File: src/rtl/mem_dump_unit_pkg.sv
// Shared CPU package: post-halt memory dump state encoding and defaults.
//   dump_state_t : dump FSM states (3 bits)
//   WORD_BYTES   : bytes per memory word
//   DUMP_DEPTH   : default number of words dumped
//   DUMP_DRAIN   : default drain wait, matches pipeline depth IF..MEM
//   word_addr    : word index -> byte address
package mem_dump_unit_pkg;

    typedef enum logic [2:0] {
        ST_IDLE,
        ST_DRAIN,
        ST_READ,
        ST_CAPTURE,
        ST_PRESENT,
        ST_DONE
    } dump_state_t;

    localparam int unsigned WORD_BYTES = 4;
    localparam int unsigned DUMP_DEPTH = 512;
    localparam int unsigned DUMP_DRAIN = 4;

    function automatic logic [31:0] word_addr(input logic [31:0] idx);
        return idx * WORD_BYTES;
    endfunction

endpackage

File: src/rtl/mem_dump_unit.sv
// mem_dump_unit: after the CPU halts, waits for in-flight stores to drain,
// then reads every word of main memory in ascending order and streams each
// word out over a valid/ready port.
// Ports:
//   clk        : clock, all state updates on rising edge
//   Reset      : synchronous active-high reset
//   stop       : halt indication from the CPU (one-cycle pulse suffices)
//   mem_rd_en  : read strobe to main memory
//   mem_addr   : word-aligned byte address, 0 when not reading
//   mem_rdata  : read data, valid the cycle after mem_rd_en
//   out_valid  : dump word available
//   out_ready  : consumer accepts the word
//   out_data   : dumped word
//   out_addr   : byte address of out_data
//   busy       : dump in progress (DRAIN through PRESENT)
//   done       : all words accepted, sticky until Reset
module mem_dump_unit
    import mem_dump_unit_pkg::*;
#(
    parameter int unsigned DEPTH        = DUMP_DEPTH,
    parameter int unsigned DRAIN_CYCLES = DUMP_DRAIN
) (
    input  logic        clk,
    input  logic        Reset,
    input  logic        stop,
    output logic        mem_rd_en,
    output logic [31:0] mem_addr,
    input  logic [31:0] mem_rdata,
    output logic        out_valid,
    input  logic        out_ready,
    output logic [31:0] out_data,
    output logic [31:0] out_addr,
    output logic        busy,
    output logic        done
);

    localparam int unsigned IDX_W = (DEPTH > 1) ? $clog2(DEPTH) : 1;
    localparam int unsigned CNT_W = (DRAIN_CYCLES > 1) ? $clog2(DRAIN_CYCLES) : 1;
    localparam logic [IDX_W-1:0] LAST_IDX   = IDX_W'(DEPTH - 1);
    localparam logic [CNT_W-1:0] DRAIN_LOAD = CNT_W'(DRAIN_CYCLES - 1);

    dump_state_t      state;
    dump_state_t      state_next;
    logic [IDX_W-1:0] index;
    logic [CNT_W-1:0] drain_cnt;
    logic             handshake;

    assign handshake = out_valid && out_ready;

    always_ff @(posedge clk) begin
        if (Reset) begin
            state <= ST_IDLE;
        end else begin
            state <= state_next;
        end
    end

    always_comb begin
        state_next = state;
        case (state)
            ST_IDLE:    if (stop) state_next = ST_DRAIN;
            ST_DRAIN:   if (drain_cnt == '0) state_next = ST_READ;
            ST_READ:    state_next = ST_CAPTURE;
            ST_CAPTURE: state_next = ST_PRESENT;
            ST_PRESENT: begin
                if (handshake) begin
                    state_next = (index == LAST_IDX) ? ST_DONE : ST_READ;
                end
            end
            ST_DONE:    state_next = ST_DONE;
            default:    state_next = ST_IDLE;
        endcase
    end

    always_comb begin
        mem_rd_en = (state == ST_READ);
        out_valid = (state == ST_PRESENT);
        done      = (state == ST_DONE);
        busy      = (state == ST_DRAIN) || (state == ST_READ) ||
                    (state == ST_CAPTURE) || (state == ST_PRESENT);
        mem_addr  = '0;
        if (mem_rd_en) begin
            mem_addr = word_addr(32'(index));
        end
    end

    // Index stops at LAST_IDX on the final handshake, so it never wraps;
    // it is cleared again when a new dump starts.
    always_ff @(posedge clk) begin
        if (Reset) begin
            index     <= '0;
            drain_cnt <= '0;
            out_data  <= '0;
            out_addr  <= '0;
        end else begin
            case (state)
                ST_IDLE: begin
                    if (stop) begin
                        drain_cnt <= DRAIN_LOAD;
                        index     <= '0;
                    end
                end
                ST_DRAIN: begin
                    if (drain_cnt != '0) drain_cnt <= drain_cnt - 1'b1;
                end
                ST_CAPTURE: begin
                    out_data <= mem_rdata;
                    out_addr <= word_addr(32'(index));
                end
                ST_PRESENT: begin
                    if (handshake && (index != LAST_IDX)) index <= index + 1'b1;
                end
                default: ;
            endcase
        end
    end

endmodule

File: config.mk
export PLATFORM = sky130hd
export DESIGN_NAME = mem_dump_unit
export DESIGN_NICKNAME = d
export VERILOG_FILES = /design/src/rtl/mem_dump_unit_pkg.sv /design/src/rtl/mem_dump_unit.sv
export SDC_FILE = /design/constraint.sdc
export NUM_CORES = 1
export LEC_CHECK = 0
export BUFFER_PORTS_ARGS = -buffer_cell sky130_fd_sc_hd__buf_2
export CORE_UTILIZATION = 50
export CTS_BUF_LIST = sky130_fd_sc_hd__clkbuf_8
export DETAILED_ROUTE_END_ITERATION = 10
export MAX_ROUTING_LAYER = met4
export PLACE_DENSITY = 0.85
export RECOVER_POWER = 100
export SYNTH_ARGS = -nofsm -noshare
export SYNTH_HDL_FRONTEND = slang
export SYNTH_SLANG_ARGS = --single-unit
File: constraint.sdc
create_clock -name clk -period 5 [get_ports clk]
set_input_delay 1 -clock clk [delete_from_list [all_inputs] [get_ports clk]]
set_output_delay 1 -clock clk [all_outputs]
set_load 0.01 [all_outputs]
Yosys cells after proc, flatten, opt, wreduce, memory -nomap -nowiden. Cells that the tools add are included.

Register bits after elaboration: 55. Bits of input ports: 36. Logic and storage cells: 44.

Add/subtract/negate cells: 2. Equality and inequality tests: 12. Multiplexer cells: 12. Reduce and logical (&&, ||, !) cells: 13.

Operator list (count): $mux W9 (2); $pmux W3 S6 (1); $pmux W9 S2 (1); $mux W3 (4); $mux W11 (1); $add A9 B1 Y9 const B (1); $eq A9 B9 Y1 const B (1); $ne A9 B9 Y1 const B (1); $reduce_and A3 Y1 (3); $eq A3 B2 Y1 const B (2); $eq A3 B3 Y1 const B (2); $ne A2 B1 Y1 const B (3); $reduce_bool A2 Y1 (3); $mux W2 (2); $ne A2 B2 Y1 const B (2); $pmux W2 S2 (1); $eq A3 B1 Y1 const B (1); $logic_not A3 Y1 (1); $logic_or A1 B1 Y1 (3); $logic_and A1 B1 Y1 (2); $logic_not A2 Y1 (1); $sub A2 B1 Y2 const B (1).

Longest topological paths before layout.
Word-level depth: 5. Gate-level depth with buffers: 9. Depth with buffers taken out: 7.

Worst setup path after synthesis. No wires, ideal clock.

Path kind: register -> output. From: register state[2]. To: output mem_addr[10]. Arrival time: 1.135 ns. Required time: 4.000 ns. Slack: 2.865 ns. Cell stages (with the launch flop): 6. Cells stage by stage: dfxtp_1 buf_4 inv_1 and3_1 clkbuf_1 and2_1.

Cells in the longest elaborated chain, start to end: 2.

RTL lines: from (decl) (RTL line mem_dump_unit.sv:42) `dump_state_t state;`; from (signal assigned) (RTL line mem_dump_unit.sv:54) `state <= state_next;`; $eq A3 B2 Y1 (RTL line mem_dump_unit.sv:76) `mem_rd_en = (state == ST_READ);`; via mem_rd_en (RTL line mem_dump_unit.sv:26) `output logic mem_rd_en,`; $mux W11 (RTL line mem_dump_unit.sv:82) `if (mem_rd_en) begin`; to (decl) (RTL line mem_dump_unit.sv:27) `output logic [31:0] mem_addr,`.

The timed path passes the listed nets, and every way through them passes these cells.

==> flow_summary.rst <==
.. list-table::
   :header-rows: 1

   * - Metric
     - Value
   * - Status
     - complete, but fails checks
   * - Failing checks
     - capacitance limit, slew limit
   * - Vias in the first global route
     - 2177
   * - Die extent in x
     - 77.39 microns
   * - Clock latency on the worst-skew pair
     - 310 ps
   * - Resized cells post-CTS
     - 0
   * - Total track usage
     - 20.41%
   * - Fin Setup TNS
     - 0 ps
   * - Number of hold buffers added after CTS
     - 0
   * - CTS tree
     - yes
   * - Smallest hold slack
     - 457.7 ps
   * - DR vias/cell
     - 4.922
   * - Top Ports
     - 136
   * - Mean area per synthesized cell
     - a little over 8 sq um
   * - Maximum clock frequency
     - 266.2 MHz
   * - Cell taking the most area after synthesis
     - sky130_fd_sc_hd__dfxtp_1
   * - DIE AREA
     - 0.005988 sq mm
   * - Number of synthesized flops with an enable pin
     - 0
   * - Maximum fanout count along the critical path
     - 51
   * - Port buffer count
     - 89
   * - Worst path arrival time
     - 4000 ps
   * - Count of unresolved DRC violations after routing
     - 0
   * - Wirelength per Cell
     - 12.03 microns
   * - First drt pass iteration count
     - 4
   * - Worst Path Class, Setup
     - in2reg
   * - Detailed placer's ending HPWL
     - 4.205 mm
   * - Startpoint type of the worst setup path
     - input pin
   * - Worst-Margin Slew
     - 2200 ps
   * - Proportion of layout cells with a drive suffix above 1
     - 12.94%
   * - Cells after DPL
     - 489
   * - Floorplan core area
     - 0.005507 sq mm
   * - Yosys synthesis warning count
     - 0
   * - Antenna diode count
     - 0
   * - Number of buffers between clock root and the deepest sink
     - 2
   * - Initial Util
     - 51.60%
   * - Detail Route Antenna Nets
     - 0
   * - Number of rows created at floorplan
     - 27
   * - Wire length of the first global-routing pass
     - 9.701 mm
   * - Final layout net count
     - 463
   * - Routed WL
     - 5.978 mm
   * - Ratio of final minimum period to clock period
     - 75.12%
   * - Leakage power of the design
     - ~1.2 nW
   * - Post-synthesis sequential area ratio
     - 38.75%
   * - Max-slew headroom at the worst pin
     - -46.69%
   * - Number of sinks on the clock net
     - 55
   * - IR drop worst, VDD
     - around 0.16 mV
   * - Core utilization of the finished layout
     - 55.99%
   * - Last weighted congestion value of the routability-driven placer
     - roughly 0.93
   * - Total CTS buffers
     - 5
   * - Number of H-tree branching levels
     - 2
   * - Clock root buffer
     - sky130_fd_sc_hd__clkbuf_8
   * - Class of the most critical hold timing path
     - reg2reg
   * - Total congestion overflow after global routing
     - 0
   * - Final instance count without filler cells
     - a little under 500
   * - Mapped cell area
     - 0.002841 sq mm
   * - Clock transition at the registers of the reported paths
     - 100 ps
   * - Number of cells produced by synthesis
     - around 350
   * - Unrepaired setup endpoints after global routing
     - no
   * - Top-area cell type share of the netlist area
     - between 30% and 40%
   * - Total design power
     - 1.003 mW
   * - Max-capacitance violation count
     - 2
   * - Post-CTS Repair Setup Buffers
     - 0
   * - Type of destination of the critical path
     - flip-flop
   * - Largest net degree at the start of global routing
     - 52
   * - Biggest area contributors in the synthesized netlist
     - sky130_fd_sc_hd__dfxtp_1 (39%), sky130_fd_sc_hd__buf_4 (13%), sky130_fd_sc_hd__nand2_1 (11%)
   * - Ratio of total power to cell area
     - about 330 mW/mm^2
   * - Antenna violations before repair
     - 0
   * - Chip height
     - 77.39 microns
   * - Crit-path slowest cell
     - sky130_fd_sc_hd__nor4b_1
   * - Count of cell types in the netlist
     - 50
   * - Number of synthesized register bits
     - 55
   * - Iteration-0 DRC count of the detailed router
     - 149
   * - Max-slew violation count
     - 65
   * - Proportion of register bits with asynchronous set or reset after synthesis
     - 0%
   * - Setup violators final
     - 0
   * - Top flip-flop cell by instance count after synthesis
     - sky130_fd_sc_hd__dfxtp_1
   * - Worst setup skew after layout
     - about 2.8 ps
   * - Stage delay of the slowest cell on the critical path
     - 1670 ps
   * - Layout overhead on the synthesized area
     - 8.499%
   * - Required @ worst endpoint
     - 5240 ps
   * - Hold Vio Cnt, Final
     - 0
   * - Minimum clock period
     - roughly 3800 ps
   * - Critical path cell sequence
     - clkbuf_1 -> nor4b_1 -> a31oi_1 -> a31oi_4
   * - Count of vias placed by the detailed router
     - 2446
## per-stage QoR
stage	area, sq um	setup slack (ps)
2_1_floorplan	3010	2865
3_3_place_gp	3077	2440
3_5_place_dp	3077	2399
4_1_cts	3172	2145
5_1_grt	3083	991.9
6_report	3083	1244
## area by class of cell
cell class	instances	area (sq um)
Clock buffer	6	82.58
Clock inverter	2	12.51
Fill cell	547	2424
Inverter	12	45.04
Multi-Input combinational cell	259	1356
Sequential cell	55	1101
Tap cell	72	90.09
Timing Repair Buffer	91	395.4
## layout by cell type (no fill, tap or decap), types with 5 or more instances in the layout
| master | instances |
|---|---|
| sky130_fd_sc_hd__dfxtp_1 | 55 |
| sky130_fd_sc_hd__clkbuf_8 | 6 |
| sky130_fd_sc_hd__nand2_1 | 85 |
| sky130_fd_sc_hd__buf_2 | 37 |
| sky130_fd_sc_hd__inv_1 | 13 |
| sky130_fd_sc_hd__o21ai_0 | 5 |
| sky130_fd_sc_hd__conb_1 | 46 |
| sky130_fd_sc_hd__a21oi_1 | 45 |
| sky130_fd_sc_hd__clkbuf_1 | 52 |
| sky130_fd_sc_hd__and2_1 | 6 |
## sequential cells by signal, indices dropped and copies added, names as in the netlist
signal / count
state: 3
drain_cnt: 2
index: 9
out_data: 32
out_addr: 9
## per-layer routing
metal,GRT usage (%),wire length [microns]
met5,-,0
met4,9.434,140
met3,3.765,350
met2,34.07,2941
met1,23.75,2546
## worst max-delay path: cells and delay by family
family | cells | cell delay, ps
buffers and inverters | 1 | 790
AND/OR/NAND/NOR | 1 | 1670
AO/OA/AOI/OAI | 2 | 540
## synthesized netlist by cell type (2+ instances only)
| cell type | count |
|---|---|
| sky130_fd_sc_hd__nand2_1 | 85 |
| sky130_fd_sc_hd__dfxtp_1 | 55 |
| sky130_fd_sc_hd__buf_4 | 49 |
| sky130_fd_sc_hd__a21oi_1 | 45 |
| sky130_fd_sc_hd__inv_1 | 12 |
| sky130_fd_sc_hd__and2_1 | 9 |
| sky130_fd_sc_hd__buf_2 | 9 |
| sky130_fd_sc_hd__clkbuf_1 | 9 |
| sky130_fd_sc_hd__nand3_1 | 4 |
| sky130_fd_sc_hd__nand3b_1 | 4 |
| sky130_fd_sc_hd__nand4_1 | 4 |
| sky130_fd_sc_hd__nor2b_1 | 4 |
| sky130_fd_sc_hd__nor3_1 | 4 |
| sky130_fd_sc_hd__nor3b_1 | 4 |
| sky130_fd_sc_hd__o211ai_1 | 4 |
| sky130_fd_sc_hd__and3_1 | 3 |
| sky130_fd_sc_hd__buf_6 | 3 |
| sky130_fd_sc_hd__ha_1 | 3 |
| sky130_fd_sc_hd__nor2_1 | 3 |
| sky130_fd_sc_hd__o211ai_2 | 3 |
| sky130_fd_sc_hd__o21ai_0 | 3 |
| sky130_fd_sc_hd__mux2i_1 | 2 |
| sky130_fd_sc_hd__o21ai_2 | 2 |
| sky130_fd_sc_hd__o21bai_1 | 2 |
| sky130_fd_sc_hd__o31ai_1 | 2 |
## power breakdown
group	switching [mW]	total, mW	internal (mW)
logic	0.148	0.238	0.0894
registers	0.0416	0.511	0.469
clock network	0.143	0.255	0.112
total	0.333	1.00	0.670
## path summary, 6_finish.rpt
check | start | end | slack (ps) | depth (start not counted)
max | Reset | index[3]$_SDFFE_PP0P_ | 1240 | 4
max reg2reg | state[2]$_SDFFE_PP0P_ | index[3]$_SDFFE_PP0P_ | 2350 | 3
min | out_data[5]$_SDFFE_PP0N_ | out_data[5]$_SDFFE_PP0N_ | 460 | 2
min reg2reg | out_data[5]$_SDFFE_PP0N_ | out_data[5]$_SDFFE_PP0N_ | 460 | 2
## kinds of logic after synthesis
kind of cell,after synthesis,synth area share (%)
and+or+nand+nor,135,23.60
DFF,55,38.75
muxes,2,0.7046
xor gates and xnor gates,1,0.3083
other,1,0.1320
buffers and inverters,83,18.63
AOI/OAI and AO/OA,72,16.56
adders and majority gates,3,1.321
No activity file was read; power rests on OpenSTA's default activity.
